`config.mk`:
```
export PLATFORM = sky130hd
export DESIGN_NAME = ram_fifo_ctrl
export DESIGN_NICKNAME = d
export VERILOG_FILES = /design/src/rtl/ram_pkg.sv /design/src/rtl/ram_fifo_ptr.sv /design/src/rtl/ram_fifo_ctrl.sv
export SDC_FILE = /design/constraint.sdc
export NUM_CORES = 1
export LEC_CHECK = 0
export ABC_CLOCK_PERIOD_IN_PS = 2750
export BUFFER_PORTS_ARGS = -buffer_cell sky130_fd_sc_hd__buf_2
export CAP_MARGIN = 20
export CORE_ASPECT_RATIO = 1.4
export CORE_MARGIN = 10
export CORE_UTILIZATION = 35
export DETAILED_ROUTE_END_ITERATION = 8
export HOLD_SLACK_MARGIN = 0.02
export PLACE_DENSITY = 0.7
export SYNTH_ARGS = -nofsm -noshare
export SYNTH_HDL_FRONTEND = slang
export SYNTH_SLANG_ARGS = --single-unit
```
`constraint.sdc`:
```
create_clock -name clk -period 2.75 [get_ports clk]
set_clock_uncertainty 0.15 [all_clocks]
set_input_delay 0.1375 -clock clk [delete_from_list [all_inputs] [get_ports clk]]
set_output_delay 0.1375 -clock clk [all_outputs]
set_load 0.01 [all_outputs]
```
`src/rtl/ram_pkg.sv`:
```
// Shared definitions for the 16x8 single-port RAM and its FIFO controller.
package ram_pkg;

    localparam int DATA_W = 8;
    localparam int ADDR_W = 4;
    localparam int DEPTH  = 2 ** ADDR_W;

    typedef logic [DATA_W-1:0] data_t;
    typedef logic [ADDR_W-1:0] addr_t;

    // Word count held in RAM (0..DEPTH) needs one bit more than an address.
    typedef logic [ADDR_W:0]   cnt_t;

    // Total occupancy including output register and in-flight read (0..DEPTH+1).
    typedef logic [ADDR_W+1:0] lvl_t;

    localparam cnt_t CNT_FULL = cnt_t'(DEPTH);

endpackage

```
`src/rtl/ram_fifo_ptr.sv`:
```
// Wrapping RAM address pointer: advances by one on inc, wraps modulo DEPTH.
module ram_fifo_ptr
    import ram_pkg::*;
(
    input  logic  clk,
    input  logic  rst,
    input  logic  inc,
    output addr_t ptr
);

    // Natural binary wrap of an ADDR_W-bit register gives the modulo-DEPTH behaviour.
    always_ff @(posedge clk or posedge rst) begin
        if (rst) begin
            ptr <= '0;
        end else if (inc) begin
            ptr <= ptr + addr_t'(1);
        end
    end

endmodule

```
`src/rtl/ram_fifo_ctrl.sv`:
```
// FIFO controller wrapping a single-port synchronous RAM into a 16-entry
// valid/ready queue with a registered output word.
// Optional build macro: RAM_FIFO_STATUS_EN adds level/empty/full outputs.
module ram_fifo_ctrl
    import ram_pkg::*;
(
    input  logic  clk,
    input  logic  rst,
    input  logic  s_valid,
    output logic  s_ready,
    input  data_t s_data,
    output logic  m_valid,
    input  logic  m_ready,
    output data_t m_data,
    output logic  ram_we,
    output addr_t ram_addr,
    output data_t ram_din,
    input  data_t ram_dout
`ifdef RAM_FIFO_STATUS_EN
    ,
    output lvl_t  level,
    output logic  empty,
    output logic  full
`endif
);

    addr_t wr_ptr;
    addr_t rd_ptr;
    cnt_t  count;
    logic  rd_pend;
    logic  rd_go;
    logic  wr_go;

    // The RAM port is shared: a read wins whenever the output register will be
    // free to take its data one cycle later; otherwise the port is offered to
    // the writer. RAM data is only trusted in the cycle after a read issue,
    // so read-during-write output is never captured.
    always_comb begin
        rd_go    = (count != '0) && !rd_pend && (!m_valid || m_ready);
        s_ready  = (count != CNT_FULL) && !rd_go;
        wr_go    = s_valid && s_ready;
        ram_we   = wr_go;
        ram_addr = wr_go ? wr_ptr : rd_ptr;
        ram_din  = s_data;
    end

    ram_fifo_ptr u_wr_ptr (
        .clk (clk),
        .rst (rst),
        .inc (wr_go),
        .ptr (wr_ptr)
    );

    ram_fifo_ptr u_rd_ptr (
        .clk (clk),
        .rst (rst),
        .inc (rd_go),
        .ptr (rd_ptr)
    );

    // Words resident in RAM; a read and a write never share a cycle, so the
    // count moves by at most one per clock.
    always_ff @(posedge clk or posedge rst) begin
        if (rst) begin
            count <= '0;
        end else if (rd_go) begin
            count <= count - cnt_t'(1);
        end else if (wr_go) begin
            count <= count + cnt_t'(1);
        end
    end

    // Marks the cycle in which the RAM presents the data of last cycle's read.
    always_ff @(posedge clk or posedge rst) begin
        if (rst) begin
            rd_pend <= 1'b0;
        end else begin
            rd_pend <= rd_go;
        end
    end

    // Output register: loads returning read data, empties on consumption.
    // A read is only issued when this register is empty or being drained,
    // so a capture never overwrites an unconsumed word.
    always_ff @(posedge clk or posedge rst) begin
        if (rst) begin
            m_valid <= 1'b0;
            m_data  <= '0;
        end else if (rd_pend) begin
            m_valid <= 1'b1;
            m_data  <= ram_dout;
        end else if (m_valid && m_ready) begin
            m_valid <= 1'b0;
        end
    end

`ifdef RAM_FIFO_STATUS_EN
    // Occupancy seen from outside: RAM contents plus the word in flight and
    // the word held at the output.
    always_comb begin
        level = lvl_t'(count) + lvl_t'(m_valid) + lvl_t'(rd_pend);
        empty = (level == '0);
        full  = (count == CNT_FULL);
    end
`endif

endmodule
```
* After elaboration in Yosys (flattened, before gate mapping)
Cells that the tools add are included.
** Word-level totals
- Register bits after elaboration :: 23
- Input port bits :: 20
- Output and inout bits :: 23
- Logic and storage cells :: 28
** Operators by class
- Add/sub/neg operators :: 4
- Equality and inequality tests :: 1
- Multiplexer cells :: 5
- Reductions and logical operators :: 12
** Operator list (number)
- 5-bit two-way mux :: 2
- 4-bit by 1-bit adder with 4-bit output (second input constant) :: 2
- 5-bit by 1-bit adder with 5-bit output (second input constant) :: 1
- 1-bit logical AND :: 5
- 5-bit inequality test (second input constant) :: 1
- 5-bit nonzero test :: 1
- 5-bit by 1-bit subtractor with 5-bit output (second input constant) :: 1
- 4-bit two-way mux :: 1
- 2-bit nonzero test :: 2
- 1-bit zero test :: 3
- 1-bit two-way mux :: 2
- 1-bit logical OR :: 1

* Depth between registers and ports, before layout
Gate-level depths: netlist of run 1.
- Depth after elaboration :: 8
- Gate-level depth with buffers :: 11
- Gate-level depth less buffers :: 10

* Hierarchy
A second synthesis of run 1 with hierarchy kept.
** Second synthesis, totals
- Cell total of the unflattened synthesis :: 102
- Area total of the unflattened synthesis :: 1226.2 sq um
** By module, submodules not included
- ram_fifo_ctrl :: times used 1, cells each 78, area each 898.4 sq um, seq. area each 375.4 sq um
- ram_fifo_ptr :: times used 2, cells each 12, area each 163.9 sq um, seq. area each 100.1 sq um

* Least setup slack after synthesis of run 1
OpenSTA, ideal clock, no wires.
- Path kind :: register to register
- Start :: register m_valid
- End :: register count[4]
- Setup time :: 0.087 ns
- Arrival :: 2.440 ns
- Setup slack :: 0.073 ns
- Stages on the path, launching flop included :: 11
- Path buffers :: 1
- Clock period less this slack :: 2.677 ns
- Cells stage by stage :: dfrtp_1 > nor2b_1 > or2_0 > buf_2 > a21oi_2 > ha_1 > nor2b_1 > o21a_1 > or2_2 > o31a_1 > o211ai_1
** Between the ends
- Word-level cells in the longest chain between the ends :: 7
- Elaborated cells between the ends (all ways) :: 8
** Ends and longest elaborated chain
- start, declared :: RTL line ram_fifo_ctrl.sv:12 : output logic m_valid,
- start signal, assigned :: RTL line ram_fifo_ctrl.sv:87 : m_valid <= 1'b0;
- start signal, assigned :: RTL line ram_fifo_ctrl.sv:90 : m_valid <= 1'b1;
- start signal, assigned :: RTL line ram_fifo_ctrl.sv:93 : m_valid <= 1'b0;
- 1-bit zero test (*) :: RTL line ram_fifo_ctrl.sv:39 : rd_go = (count != '0) && !rd_pend && (!m_valid || m_ready);
- 1-bit logical OR (*) :: RTL line ram_fifo_ctrl.sv:39
- 1-bit logical AND (*) :: RTL line ram_fifo_ctrl.sv:39
- via rd_go :: RTL line ram_fifo_ctrl.sv:31 : logic rd_go;
- 1-bit zero test :: RTL line ram_fifo_ctrl.sv:40 : s_ready = (count != CNT_FULL) && !rd_go;
- 1-bit logical AND :: RTL line ram_fifo_ctrl.sv:40
- 1-bit logical AND :: RTL line ram_fifo_ctrl.sv:41 : wr_go = s_valid && s_ready;
- 2-bit nonzero test (no line)
- end signal, assigned :: RTL line ram_fifo_ctrl.sv:67 : count <= count - cnt_t'(1);
- end signal, assigned :: RTL line ram_fifo_ctrl.sv:69 : count <= count + cnt_t'(1);
- end, declared :: RTL line ram_fifo_ctrl.sv:29 : cnt_t count;
The timed path passes the listed nets; every way through them passes the cells marked *.
A chain may end at the register's enable or synchronous reset.

* Worst setup path in the final report of run 1
- Start :: register count[1]
- End :: register count[4]
** Between the ends
- Word-level cells in the longest chain between the ends :: 7
- Elaborated cells between the ends (all ways) :: 12
** Ends and longest elaborated chain (RTL line)
- 5-bit nonzero test (*) :: ram_fifo_ctrl.sv:39
- 1-bit logical AND (*) (2 in series) :: ram_fifo_ctrl.sv:39
- via rd_go :: ram_fifo_ctrl.sv:31
- 1-bit zero test :: ram_fifo_ctrl.sv:40
- 1-bit logical AND :: ram_fifo_ctrl.sv:40
- 1-bit logical AND :: ram_fifo_ctrl.sv:41
- 2-bit nonzero test (no line)
The timed path passes the listed nets; every way through them passes the cells marked *. The select of a mux whose other input is x is not followed.

==> results of run 1 <==
[placed cells by master (no fill, tap or decap), types with 2 or more instances in the layout]
cell / n
sky130_fd_sc_hd__o211ai_1: 3
sky130_fd_sc_hd__nor2b_1: 3
sky130_fd_sc_hd__ha_1: 5
sky130_fd_sc_hd__nor2_1: 2
sky130_fd_sc_hd__a21oi_1: 3
sky130_fd_sc_hd__buf_2: 26
sky130_fd_sc_hd__mux2_4: 3
sky130_fd_sc_hd__nand4_1: 2
sky130_fd_sc_hd__inv_1: 5
sky130_fd_sc_hd__xnor2_1: 6
sky130_fd_sc_hd__nand2_1: 3
sky130_fd_sc_hd__mux2_2: 11
sky130_fd_sc_hd__o221a_2: 3
sky130_fd_sc_hd__dlygate4sd3_1: 9
sky130_fd_sc_hd__buf_4: 4
sky130_fd_sc_hd__xor2_1: 3
sky130_fd_sc_hd__clkbuf_8: 3
sky130_fd_sc_hd__dfrtp_1: 23
sky130_fd_sc_hd__o21ai_0: 2
[worst min path at each step]
stage                     startpoint         end  slack [ns]
after global placement     s_data[1]  ram_din[1]        0.13
final                        s_valid    count[4]        0.08
after floorplan                  rst    count[0]       -0.01
after detailed placement   s_data[1]  ram_din[1]        0.13
after global routing         s_valid    count[4]        0.08
after CTS                    s_valid    count[4]        0.07
[per-stage QoR]
step / instances / cell area (µm²)
after floorplan: 103 / 1270
after global placement: 163 / 1410
after detailed placement: 163 / 1410
after CTS: 176 / 1540
after global routing: 176 / 1540
final: 176 / 1540
[timing repair]
| action | in CTS | in global routing |
|---|---|---|
| endpoints found under the hold margin | 31 | 0 |
| endpoints found under the setup margin | 0 | 0 |
| hold buffers | 9 | 0 |
[state kept, by name, summed over array words and instances (netlist names)]
signal / count
count: 5
m_data: 8
m_valid: 1
rd_pend: 1
u_rd_ptr.ptr: 4
u_wr_ptr.ptr: 4
[worst min-delay path, cell delays in order]
cell and delay [ns]:
sky130_fd_sc_hd__buf_2 0.16, sky130_fd_sc_hd__nand3_1 0.08, sky130_fd_sc_hd__o211ai_1 0.08
[power by group through the flow]
stage          Clock, µW  Sequential [µW]  Combinational [µW]
2_1_floorplan          0              691                 841
3_3_place_gp           0              673                1120
3_5_place_dp           0              691                1160
4_1_cts              216              683                1170
5_1_grt              238              711                1280
6_report             211              683                1160
[layout make-up]
cell class	instances	area, µm²	area share
timing repair buffer	39	250	0.162
clock inverter	1	5.00	0.00324
tap	40	50.0	0.0324
clock buffer	3	41.3	0.0268
inverter	5	18.8	0.0122
sequential	23	576	0.373
multi-input combinational	65	602	0.390
[routing by layer]
metal,track usage,vias up,wire (µm)
met3,0.0229,6,108
li1,-,420,-
met4,0.0599,0,75
met5,0,-,0
met1,0.0867,453,1020
met2,0.155,21,1520
[kinds of logic after synthesis]
kind of cell	synth area share
DFF	0.452
and+or+nand+nor	0.104
AOI/OAI and AO/OA	0.109
buffers and inverters	0.0747
muxes	0.133
xor gates and xnor gates	0.0620
adders and majority gates	0.0649
==> flow_metrics.tcl, run 1 <==
set metrics [dict create \
    synth.ff_latch_count 23 \
    synth_nets 129 \
    drt_iter0_markers 6 \
    cap_viol_max_count 0 \
    numClockSinks 23 \
    hpwlAfterDp_mm 2.08 \
    synth_most_common_cell "sky130_fd_sc_hd__dfrtp_1" \
    powerDensity_nw_per_um2 1330 \
    netlist-cell-type-count 34 \
    synth.avg_cell_area_um2 12.4 \
    die_area_um2 6480 \
    core-area_um2 3440 \
    seq_area_frac_synth 0.452 \
    timing.final.hold_violations 0 \
    synth_commonest_cells "sky130_fd_sc_hd__dfrtp_1 (23), sky130_fd_sc_hd__mux2_2 (11), sky130_fd_sc_hd__buf_4 (8), sky130_fd_sc_hd__xnor2_1 (6)" \
    cpLargestDelayFamily "compound AO/OA/AOI/OAI gates" \
    run_status "completed" \
    power.share.sequential 0.332 \
    antenna_found_initial 0 \
    synth-async-reset-ratio 1.00 \
    dp_slack_ns 0.287 \
    effective_utilization_at_floorplan 0.370 \
    crit_path_cell_trace "nor4_4 -> a21oi_2 -> buf_4 -> inv_1 -> fa_1 -> nor2b_1 -> o21a_1 -> or2_2 -> o31a_1 -> o211ai_1" \
    clk_latency_ns 0.27 \
    critical_path.n_buffers_inverters 2 \
    start_kind "flip-flop" \
    final_critical_path_setup_slack_ns 0.254 \
    slowest_stage "sky130_fd_sc_hd__dfrtp_1" \
    worst_pin_slew_ns 0.859 \
    yosysWarningCount 0 \
    worst_case_headroom_to_the_max_slew_limit 0.427 \
    crit_type "flip-flop to flip-flop" \
    r2r_setup_slack_ns 0.25 \
    maximum_clock_frequency_ghz 0.401 \
    maxSlewViolCount 0 \
    power.share.switching 0.394 \
    post-route-drc-count 0 \
    synth_area_leader_cell "sky130_fd_sc_hd__dfrtp_1" \
    cts.reportedPaths.clkPinSlew_ns 0.08 \
    final_layout_size_suffix_gt1_frac 0.434 \
    worstRegToRegCells 10 \
    critical_path_peak_fanout 7 \
    grt_pass1_wl_mm 4.73 \
    grt-ovfl-total 0 \
    peak_vdd_ir_v 0.000538 \
    worstHoldPathType "primary input to flip-flop" \
    floorplan.rows 25 \
    final_worst_path_period_need_ns 2.50 \
    grt_use_total 0.0879 \
    total_of_buffers_placed_on_input_and_output_ports 26 \
    vias 900 \
    vias_per_cell 5.11 \
    synthToLayoutAreaGrowth_pct 21.2 \
    syn-cell-area_um2 1270 \
    ctsHtreeMaxLevel 1 \
    cts_tree "built" \
    critical_path_depth 10 \
    internal-power_uw 1250 \
    final_util 0.448 \
    dominantRegCellSynth "sky130_fd_sc_hd__dfrtp_1" \
    crit_path_capture_type "flip-flop" \
    worst_r2r_endpoint "count[4]" \
    power_frac_clock 0.103 \
    gp_routability_congestion 0.827 \
    crit_arrival_ns 2.54 \
    post_cts.repair.setup_buffers 0 \
    num_antenna_cells 0 \
    wl_per_cell_um 15.5 \
    cts_resized 0 \
    synth.top_cell.area_share 0.452 \
    whs_ns 0.0771 \
    power_leakage_uw 0.000691 \
    worst_r2r_startpoint "count[1]" \
    finish.net_count 163 \
    cts_buffers 3 \
    number_of_enable_type_register_cells_in_the_synthesized_netlist 0 \
    comb_power_share 0.565 \
    final.fill_count 345 \
    holdPathStages 3 \
    grt_pass1_vias 981 \
    cp.required_ns 2.79 \
    power.total_uw 2050 \
    pin_count 43 \
    syn_inst 103 \
    yosys-top-cells-area "sky130_fd_sc_hd__dfrtp_1 (45%), sky130_fd_sc_hd__mux2_2 (9.7%), sky130_fd_sc_hd__ha_1 (4.9%), sky130_fd_sc_hd__buf_4 (4.7%), sky130_fd_sc_hd__xnor2_1 (4.1%)" \
    clock_tree.root_cell "sky130_fd_sc_hd__clkbuf_8" \
    p_sw_uw 809 \
    die_width_um 71.0 \
    drt_pass1_iterations 4 \
    floorplan.die.height_um 91.3 \
    critPathMaxStageDelay_ns 0.46 \
    finalWirelength_mm 2.72 \
    number_of_failing_setup_endpoints_in_the_final_timing_report 0 \
    grt_max_degree 24 \
    drtAntennaViolNets 0 \
    layout_worst_path_cycle_share 0.908 \
    worst_setup_path_startpoint "count[1]" \
    finalSetupTns_ns 0 \
    crit_path_end "count[4]" \
    grt_setup_unrepaired "no" \
    clock_path_buffers 2 \
]
No activity file was read; power rests on OpenSTA's default activity.
==> inputs of run 2 (changes only) <==
Settings changed: CORE_UTILIZATION 35 to 25, PLACE_DENSITY 0.7 to 0.56.
==> run 2 against run 1 <==
Against the previous run:
- critical path depth is 1 lower
- flip-flop and latch count stayed put
- die area is 29% higher
- non-clock buffer count stayed put
- final area is 1.9% higher
- utilization is 13 points lower
- final cell count is 14% higher
- clock power is 3% lower
- wire length is 0.92% lower
- power is 0.66% lower
- highest routed layer unchanged
==> flow_metrics.tcl, run 2 (synthesis gave the netlist of run 1 again) <==
set metrics [dict create \
    worst_r2r_endpoint "count[4]" \
    antenna_found_initial 0 \
    number_of_failing_setup_endpoints_in_the_final_timing_report 0 \
    clock_tree.root_cell "sky130_fd_sc_hd__clkbuf_8" \
    final_layout_size_suffix_gt1_frac 0.426 \
    vias 896 \
    grt_pass1_vias 963 \
    run_status "completed" \
    start_kind "flip-flop" \
    final_worst_path_period_need_ns 2.57 \
    holdPathStages 3 \
    die_area_um2 8380 \
    floorplan.die.height_um 104 \
    total_of_buffers_placed_on_input_and_output_ports 26 \
    gp_routability_congestion 0.758 \
    largest_reg_flops 8 \
    core-area_um2 4880 \
    cts_tree "built" \
    worst_setup_path_startpoint "m_valid" \
    worst_pin_slew_ns 0.880 \
    drt_iter0_markers 47 \
    grt_pass1_wl_mm 4.72 \
    ctsHtreeMaxLevel 1 \
    effective_utilization_at_floorplan 0.261 \
    worst_r2r_startpoint "m_valid" \
    layout_worst_path_cycle_share 0.935 \
    maximum_clock_frequency_ghz 0.389 \
    vias_per_cell 4.48 \
    drtAntennaViolNets 0 \
    grt-ovfl-total 0 \
    power.share.switching 0.390 \
    r2r_setup_slack_ns 0.18 \
    cts_resized 0 \
    layout_top_registers "m_data x8, count x5" \
    final.fill_count 502 \
    finish.net_count 163 \
    grt_setup_unrepaired "no" \
    crit_path_capture_type "flip-flop" \
    cp.required_ns 2.77 \
    timing.hold.worst.start "s_valid" \
    num_antenna_cells 0 \
    power_frac_clock 0.100 \
    hold_path_end "count[4]" \
    synthToLayoutAreaGrowth_pct 23.5 \
    finalSetupTns_ns 0 \
    hpwlAfterDp_mm 2.08 \
    pin_count 43 \
    grt_use_total 0.0685 \
    final_util 0.322 \
    worstHoldPathType "primary input to flip-flop" \
    power.share.sequential 0.334 \
    maxSlewViolCount 0 \
    die_width_um 80.3 \
    peak_vdd_ir_v 0.000528 \
    powerDensity_nw_per_um2 1300 \
    numClockSinks 23 \
    mostFrequentLayoutCells "sky130_fd_sc_hd__buf_2 (26), sky130_fd_sc_hd__dfrtp_1 (23), sky130_fd_sc_hd__mux2_2 (11)" \
    final_common_cell "sky130_fd_sc_hd__buf_2" \
    clock_path_buffers 2 \
    crit_type "flip-flop to flip-flop" \
    worst_case_headroom_to_the_max_slew_limit 0.413 \
    critical_path_peak_fanout 6 \
    crit_arrival_ns 2.60 \
    internal-power_uw 1250 \
    cts_buffers 3 \
    post-route-drc-count 0 \
    drt_pass1_iterations 4 \
    whs_ns 0.109 \
    timing.final.hold_violations 0 \
    clk_latency_ns 0.26 \
    worstRegToRegCells 9 \
    regMostFlops "m_data" \
    comb_power_share 0.566 \
    wl_per_cell_um 13.5 \
    cap_viol_max_count 0 \
    power_leakage_uw 0.000688 \
    grt_max_degree 24 \
    cts.reportedPaths.clkPinSlew_ns 0.07 \
    finalWirelength_mm 2.70 \
    p_sw_uw 795 \
    floorplan.rows 30 \
]
## run 2: changes by cell type in the layout (fill, tap and decap cells not counted), sizes merged
cell    before  now
clkbuf       3    4
clkinv       1    0
## run 2: through the flow
stage / power (µW) / area, µm² / setup WS, ns / instances
floorplan: 1530 / 1270 / 0.0730 / 103
global placement: 1800 / 1440 / 0.256 / 187
detailed placement: 1860 / 1440 / 0.197 / 187
CTS: 2080 / 1570 / 0.175 / 200
global route: 2250 / 1570 / 0.0239 / 200
finish: 2040 / 1570 / 0.178 / 200
## run 2: what timing repair did
item | 4_1_cts | 5_1_grt
buffers inserted | 0 | 0
hold buffers | 9 | 0
endpoints found under the hold margin | 31 | 0
## run 2: layer usage
metal	track usage	routed length, µm
met1	0.0747	1060
met3	0.0190	167
met2	0.119	1450
met5	0	0
met4	0.0278	23
## run 2: worst max path at each step
stage	to
6_report	count[4]
5_1_grt	count[3]
4_1_cts	count[4]
3_5_place_dp	count[4]
3_3_place_gp	count[4]
2_1_floorplan	count[4]
## run 2: power by group through the flow
stage | clock network (µW) | registers, µW | logic [µW]
after global placement | 0 | 678 | 1120
after CTS | 212 | 686 | 1180
after floorplan | 0 | 691 | 841
final | 204 | 682 | 1150
after global routing | 225 | 713 | 1310
after detailed placement | 0 | 691 | 1170
## run 2: cell type report
class,count,area [µm²],area share
clock buffers,4,45.0,0.0287
inverters,5,18.8,0.0119
multi-input cells,65,602,0.383
flip-flops and latches,23,576,0.366
well taps,64,80.1,0.0510
repair buffers,39,250,0.159
## run 2: worst max-delay path, stage by stage (launching register included)
cell and delay (ns):
sky130_fd_sc_hd__dfrtp_1 0.37, sky130_fd_sc_hd__nor2b_1 0.14, sky130_fd_sc_hd__or2_0 0.23, sky130_fd_sc_hd__a21oi_2 0.26, sky130_fd_sc_hd__ha_1 0.32, sky130_fd_sc_hd__nor2b_1 0.15, sky130_fd_sc_hd__o21a_1 0.18, sky130_fd_sc_hd__or2_2 0.30
sky130_fd_sc_hd__o31a_1 0.24, sky130_fd_sc_hd__o211ai_1 0.16
==> inputs of run 3 (changes only) <==
Settings changed: REMOVE_ABC_BUFFERS from default to 1.
==> run 3 against run 2 <==
Against the previous run:
- fmax rose by 1.3%
- combinational power barely moved
- utilization about the same
- die area unchanged
- clock power grew 5%
- critical path depth is 1 lower
- via count is 1.5% higher
==> flow_metrics.tcl, run 3 (synthesis gave the netlist of run 1 again) <==
set metrics [dict create \
    run_status "completed" \
    cts.reportedPaths.clkPinSlew_ns 0.09 \
    clock_path_buffers 2 \
    maximum_clock_frequency_ghz 0.394 \
    comb_power_share 0.564 \
    critical_path_peak_fanout 6 \
    start_kind "flip-flop" \
    power_leakage_uw 0.000691 \
    power_frac_clock 0.103 \
    place_area_um2 1440 \
    mostFrequentLayoutCells "sky130_fd_sc_hd__buf_2 (26), sky130_fd_sc_hd__dfrtp_1 (23), sky130_fd_sc_hd__mux2_2 (11)" \
    gp_routability_congestion 0.816 \
    hold_path_end "count[4]" \
    powerDensity_nw_per_um2 1320 \
    pin_count 43 \
    synthToLayoutAreaGrowth_pct 23.6 \
    cap_viol_max_count 0 \
    power.share.sequential 0.333 \
    final_layout_size_suffix_gt1_frac 0.434 \
    peak_vdd_ir_v 0.000460 \
    antenna_found_initial 0 \
    grt-ovfl-total 0 \
    p_sw_uw 826 \
    ff_latch_area_um2 576 \
    holdPathStages 3 \
    dp_slack_ns 0.235 \
    floorplan.die.height_um 104 \
    drtAntennaViolNets 0 \
    die_area_um2 8380 \
    finish.net_count 163 \
    worst_r2r_startpoint "count[1]" \
    clock_tree.root_cell "sky130_fd_sc_hd__clkbuf_8" \
    num_antenna_cells 0 \
    cp.required_ns 2.79 \
    final_worst_path_period_need_ns 2.54 \
    r2r_setup_slack_ns 0.21 \
    finalSetupTns_ns 0 \
    wl_per_cell_um 14.7 \
    hpwlAfterDp_mm 2.21 \
    layout_worst_path_cycle_share 0.923 \
    worst_case_headroom_to_the_max_slew_limit 0.400 \
    maxSlewViolCount 0 \
    timing.final.hold_violations 0 \
    power.share.switching 0.399 \
    post_cts.repair.setup_buffers 0 \
    clk_latency_ns 0.27 \
    worst_pin_slew_ns 0.899 \
    worstHoldPathType "primary input to flip-flop" \
    post-route-drc-count 0 \
    grt_use_total 0.0712 \
    cts_buffers 3 \
    multi_input_area_um2 602 \
    drt_iter0_markers 26 \
    die_width_um 80.3 \
    worstRegToRegCells 8 \
    cts_tree "built" \
    vias 909 \
    total_of_buffers_placed_on_input_and_output_ports 26 \
    worst_r2r_endpoint "count[4]" \
    drt_pass1_iterations 4 \
    internal-power_uw 1240 \
    grt_pass1_wl_mm 4.86 \
    number_of_failing_setup_endpoints_in_the_final_timing_report 0 \
    critPathMaxStageDelay_ns 0.47 \
    layout_top_registers "m_data x8, count x5" \
    crit_arrival_ns 2.58 \
    final_critical_path_setup_slack_ns 0.211 \
    regMostFlops "m_data" \
    final.fill_count 503 \
    ctsHtreeMaxLevel 1 \
    final_common_cell "sky130_fd_sc_hd__buf_2" \
    effective_utilization_at_floorplan 0.261 \
    floorplan.rows 30 \
    power.total_uw 2070 \
    grt_setup_unrepaired "no" \
    finalWirelength_mm 2.94 \
    numClockSinks 23 \
    core-area_um2 4880 \
    vias_per_cell 4.55 \
    grt_max_degree 24 \
    timing.hold.worst.start "s_valid" \
    crit_path_cell_trace "nor4_4 -> a21oi_2 -> ha_1 -> nor2b_1 -> o21a_1 -> or2_2 -> o31a_1 -> o211ai_1" \
    slowest_stage "sky130_fd_sc_hd__dfrtp_1" \
    post-route-cell-area_um2 1570 \
    crit_path_capture_type "flip-flop" \
    crit_type "flip-flop to flip-flop" \
    largest_reg_flops 8 \
    grt_pass1_vias 1015 \
]
==> run 3: how the worst max path moves through the flow <==
stage | start | endpoint | slack [ns] | cells past startpoint
2_1_floorplan | m_valid | count[4] | 0.04 | 9
3_3_place_gp | count[1] | count[3] | 0.31 | 9
3_5_place_dp | count[1] | count[3] | 0.23 | 9
4_1_cts | count[1] | count[4] | 0.20 | 8
5_1_grt | count[1] | count[3] | 0.08 | 9
6_report | count[1] | count[4] | 0.21 | 8
==> run 3: metrics by stage <==
stage | utilization | cells | hold WS (ns)
after global routing | 0.322 | 200 | 0.0762
after global placement | 0.294 | 187 | 0.125
after detailed placement | 0.294 | 187 | 0.125
after floorplan | - | 93 | -0.0106
after CTS | 0.322 | 200 | 0.0751
final | 0.322 | 200 | 0.0742
==> run 3: layout make-up <==
cell class,count,area share
clock inverter,1,0.00318
sequential,23,0.366
timing repair buffer,39,0.159
multi-input combinational,65,0.383
clock buffer,3,0.0263
tap,64,0.0509
inverter,5,0.0119
==> run 3: metal layers <==
layer / vias up / part of all wire / global-route usage
met5: - / 0 / 0
met4: 0 / 0.022 / 0.0316
met3: 7 / 0.071 / 0.0311
met2: 33 / 0.52 / 0.120
met1: 447 / 0.38 / 0.0731
li1: 422 / - / -
==> run 3: power by group through the flow <==
stage,Sequential (µW),Combinational [µW],Clock (µW)
6_report,689,1170,214
5_1_grt,715,1300,236
4_1_cts,688,1190,219
3_5_place_dp,693,1180,0
3_3_place_gp,680,1110,0
2_1_floorplan,707,790,0
==> run 3: worst max-delay path, delay by kind of cell (launching register included) <==
family	cells	cell delay, ns
AO/OA/AOI/OAI	4	0.71
AND/OR/NAND/NOR	3	0.80
adder cells (fa/ha/maj)	1	0.33
flip-flops	1	0.47
==> run 3: what timing repair did <==
action | in CTS | in global routing
endpoints found under the hold margin | 31 | 0
gates resized for setup | 0 | 0
hold buffers | 9 | 0
